## src/rtl/tick_divider.sv

```systemverilog
// Programmable tick generator. It emits a one-cycle tick_out pulse every P clk_in cycles.
// It also produces a square wave that toggles on each tick, and a wrapping count of the
// ticks seen since reset. The period P can be reloaded at run time through load/div_in.
// Every output is registered, and the whole block runs on clk_in alone.
module tick_divider #(
    parameter int unsigned WIDTH   = 28,
    parameter int unsigned DEF_DIV = 100000,
    parameter int unsigned CNT_W   = 16
) (
    input  logic             clk_in,
    input  logic             reset,
    input  logic             en,
    input  logic             load,
    input  logic [WIDTH-1:0] div_in,
    output logic             tick_out,
    output logic             sq_out,
    output logic [CNT_W-1:0] tick_cnt,
    output logic [WIDTH-1:0] period
);

    // A period shorter than 2 cannot give a distinct one-cycle pulse, so 2 is the floor.
    localparam logic [WIDTH-1:0] MinPeriod = WIDTH'(2);
    localparam logic [WIDTH-1:0] DefPeriod = (DEF_DIV < 2) ? MinPeriod : WIDTH'(DEF_DIV);

    logic [WIDTH-1:0] period_q, period_d;
    logic [WIDTH-1:0] phase_q, phase_d;
    logic             tick_q, tick_d;
    logic             sq_q, sq_d;
    logic [CNT_W-1:0] cnt_q, cnt_d;

    logic [WIDTH-1:0] load_period;
    logic             at_end;

    assign load_period = (div_in < MinPeriod) ? MinPeriod : div_in;
    assign at_end      = (phase_q == (period_q - WIDTH'(1)));

    // Next state: load beats en, and a disabled cycle freezes the phase but still clears tick.
    always_comb begin
        period_d = period_q;
        phase_d  = phase_q;
        tick_d   = 1'b0;
        sq_d     = sq_q;
        cnt_d    = cnt_q;
        if (load) begin
            period_d = load_period;
            phase_d  = '0;
        end else if (en) begin
            if (at_end) begin
                phase_d = '0;
                tick_d  = 1'b1;
                sq_d    = ~sq_q;
                cnt_d   = cnt_q + CNT_W'(1);
            end else begin
                phase_d = phase_q + WIDTH'(1);
            end
        end
    end

    // State register with synchronous reset, which takes priority over everything else.
    always_ff @(posedge clk_in) begin
        if (reset) begin
            period_q <= DefPeriod;
            phase_q  <= '0;
            tick_q   <= 1'b0;
            sq_q     <= 1'b0;
            cnt_q    <= '0;
        end else begin
            period_q <= period_d;
            phase_q  <= phase_d;
            tick_q   <= tick_d;
            sq_q     <= sq_d;
            cnt_q    <= cnt_d;
        end
    end

    assign tick_out = tick_q;
    assign sq_out   = sq_q;
    assign tick_cnt = cnt_q;
    assign period   = period_q;

endmodule

```

## config.mk

```make
export PLATFORM = sky130hd
export DESIGN_NAME = tick_divider
export DESIGN_NICKNAME = d
export VERILOG_FILES = /design/src/rtl/tick_divider.sv
export SDC_FILE = /design/constraint.sdc
export NUM_CORES = 1
export LEC_CHECK = 0
export ABC_AREA = 1
export BUFFER_PORTS_ARGS = -buffer_cell sky130_fd_sc_hd__buf_2
export CORE_MARGIN = 3
export CORE_UTILIZATION = 44
export CTS_BUF_LIST = sky130_fd_sc_hd__clkbuf_8
export DETAILED_ROUTE_END_ITERATION = 8
export PLACE_DENSITY = 0.61
export SETUP_SLACK_MARGIN = 0.05
export SLEW_MARGIN = 30
export SYNTH_ARGS = -nofsm -noshare
export SYNTH_HDL_FRONTEND = slang
export SYNTH_SLANG_ARGS = --single-unit
```

## constraint.sdc

```tcl
create_clock -name clk_in -period 4.6 [get_ports clk_in]
set_input_delay 1.38 -clock clk_in [delete_from_list [all_inputs] [get_ports clk_in]]
set_output_delay 1.38 -clock clk_in [all_outputs]
set_load 0.005 [all_outputs]
```

==> run_results.csv <==
group,metric,value,unit
status,status,"completed",
grt,grt_pass1_wl,24440,um
synthesis,synth_top_area_cell,"dfxtp_1",
detailed_routing,via_count,5200,
setup_path,cp-end-kind,"flop",
final_layout,fill_cells,1120,
power,irDropWorstVdd,0.0001201,V
grt,antenna_found_initial,0,
synthesis,seq_area_frac_synth,30.45,%
synthesis,yosysWarningCount,0,
setup_path,critPathArrivalTime,3.68,ns
timing,rsz0062_at_grt,"false",
cts,cts_root_buffer,"clkbuf_8",
synthesis,synth_xor_xnor_area_share,8.282,%
power,leakagePower,2.465,nW
detailed_routing,ant_nets,0,
die,fp.dieW,111.1,um
die,fp.dieH,111.1,um
final_layout,postLayoutCoreUtil,52.62,%
power,p_total,1.444,mW
cts,worstSkewPairLatency,0.37,ns
synthesis,ys_ff_latch,74,
synthesis,synthDistinctLibCells,34,
synthesis,synth.area.top_cells,"dfxtp_1 (30%), nand2_1 (17%), inv_1 (6.8%)",
synthesis,netlist_instances,764,
grt,grt_max_degree,28,
die,start_util,46.09,%
place,placed_area,5316,um^2
timing,max_freq,290.9,MHz
timing,drv_slew,0,
die,rows,37,
synthesis,synth_nets,799,
detailed_routing,drt_pass1_iterations,5,
grt,grt_pass1_vias,4742,
timing,fin_skew,0.01249,ns
timing,worstMarginPinSlew,0.7631,ns
synthesis,syn-cell-area,4865,um^2
cts,htree_num_levels,3,
timing,setup_ws,1.162,ns
place,hpwl,11870,um
detailed_routing,drt_iter0_markers,473,
place,dp_slack,1.268,ns
synthesis,yosysTopAreaCellShare,30.45,%
synthesis,ys.flop_type,"dfxtp_1",
cts,cts_setup_buffers,0,
die,ioPinCount,78,
cts,clock_path_buffers,2,
setup_path,cp-start-kind,"flop",
detailed_routing,drc,0,
timing,setup_violations,0,
cts,postCtsHoldBufs,0,
timing,hold_viol,0,
cts,cts_buffers,9,
synthesis,synth_most_common_cell,"nand2_1",
timing,period_needed,3.438,ns
timing,min_period_over_period,74.73,%
synthesis,synth.avg_cell_area,6.367,um^2
setup_path,worstPathRequired,4.84,ns
grt,grt_usage,24.37,%
cts,ctsResizeCount,0,
die,core-area,10560,um^2
final_layout,area_growth,14.17,%
flow_run,cap_violations,0,
final_layout,stdcell_area,5554,um^2
grt,grt-ovfl-total,0,
synthesis,synth-async-reset-ratio,0,%
synthesis,synth_common_cells,"nand2_1 (218), inv_1 (88), nor2_1 (86)",
detailed_routing,drt_wl_total,15110,um
synthesis,yosys.area_share.simple,44.39,%
timing,setup-tns-final,0,ns
place,dpl.cell_count,960,
synthesis,synth_fa_ha_area_share,0.7716,%
synthesis,synth_enable_flop_cells,0,
place,portBuffers,77,
synthesis,synth_top_family_by_area,"simple AND/OR/NAND/NOR gates",
setup_path,path_class,"reg2reg",
detailed_routing,vias_per_cell,5.322,
synthesis,synth_compound_area_share,6.713,%
timing,hold_ws,0.5073,ns
timing,maxSlewHeadroom,49.07,%
min_path,hold_path_class,"reg2reg",
cts,cts.clk_slew.worst_paths,0.09,ns
setup_path,cp_max_fo,15,
final_layout,drive_above_1_share,16.53,%
cts,clkSinkCount,74,
cts,cts_tree,"built",
final_layout,fin_cells,977,
detailed_routing,routedWlPerCell,15.46,um
place,gp_congestion,0.9156,
setup_path,ff2ff_setup_slack,1.16,ns
power,power_density,260.1,nW/um^2
die,dieArea,12350,um^2
final_layout,n_antenna_cell,0,
final_layout,nNetsFinal,871,
synthesis,muxShareOfSynthArea,0,%
-- logic make-up (layout without fill, tap and decap cells) --
family          after synthesis  count (layout)
buf+inv                     109             186
compound gates               56              56
xor+xnor                     46              46
simple gates                476             476
flops                        74              74
fa+ha+maj                     3               3
-- final timing paths --
path / start / endpoint / depth (start not counted)
setup reg to reg: period[0] / tick_cnt[4] / 11
hold / removal: tick_cnt[15] / tick_cnt[15] / 2
hold reg to reg: tick_cnt[15] / tick_cnt[15] / 2
setup / recovery: period[0] / tick_cnt[4] / 11
-- metal layers --
| metal | GRT usage, % | up-vias | wire, um |
|---|---|---|---|
| li1 | - | 2610 | - |
| met1 | 34.69 | 2378 | 7090 |
| met2 | 37.70 | 188 | 6681 |
| met3 | 4.476 | 24 | 1099 |
| met4 | 6.894 | 0 | 235 |
| met5 | 0 | - | 0 |
-- worst max-delay path: stages, from the launching register on --
cell and delay (ns):
dfxtp_1 0.38, inv_1 0.23, ha_1 0.33, nand2_2 0.17
nor2_4 0.29, nand4_1 0.17, a21oi_1 0.23, nand3_1 0.12
nor2_2 0.60, nand4_2 0.52, nand2_1 0.18, a21oi_1 0.08
-- cell usage in the layout, fill, tap and decap left out, types with 10 or more instances in the layout --
| cell type | n |
|---|---|
| nand2_1 | 218 |
| inv_1 | 88 |
| nor2_1 | 86 |
| buf_2 | 77 |
| dfxtp_1 | 74 |
| nand3_1 | 61 |
| nand4_1 | 35 |
| xor2_1 | 31 |
| nor2_2 | 30 |
| a21oi_1 | 20 |
| o21ai_0 | 18 |
| nor3_1 | 16 |
| xnor2_1 | 15 |
| clkbuf_8 | 10 |
-- layout make-up --
cell class | count | area, um^2 | area share [%]
inverter | 90 | 337.8 | 6.082
timing repair buffer | 80 | 427.9 | 7.704
clock buffer | 10 | 137.6 | 2.478
multi-input combinational | 581 | 2927 | 52.69
tap | 136 | 170.2 | 3.064
clock inverter | 6 | 72.57 | 1.307
sequential | 74 | 1481 | 26.67
-- registers in the layout, indices dropped and copies added, names as in the netlist --
register	count
tick_out	1
phase_q	28
sq_out	1
tick_cnt	16
period	28
-- where the power goes --
part | switching [mW] | internal, mW | total [mW]
Sequential | 0.0291 | 0.656 | 0.685
Combinational | 0.137 | 0.0735 | 0.211
Clock | 0.277 | 0.271 | 0.549
Power figures use the tool's default switching activity.
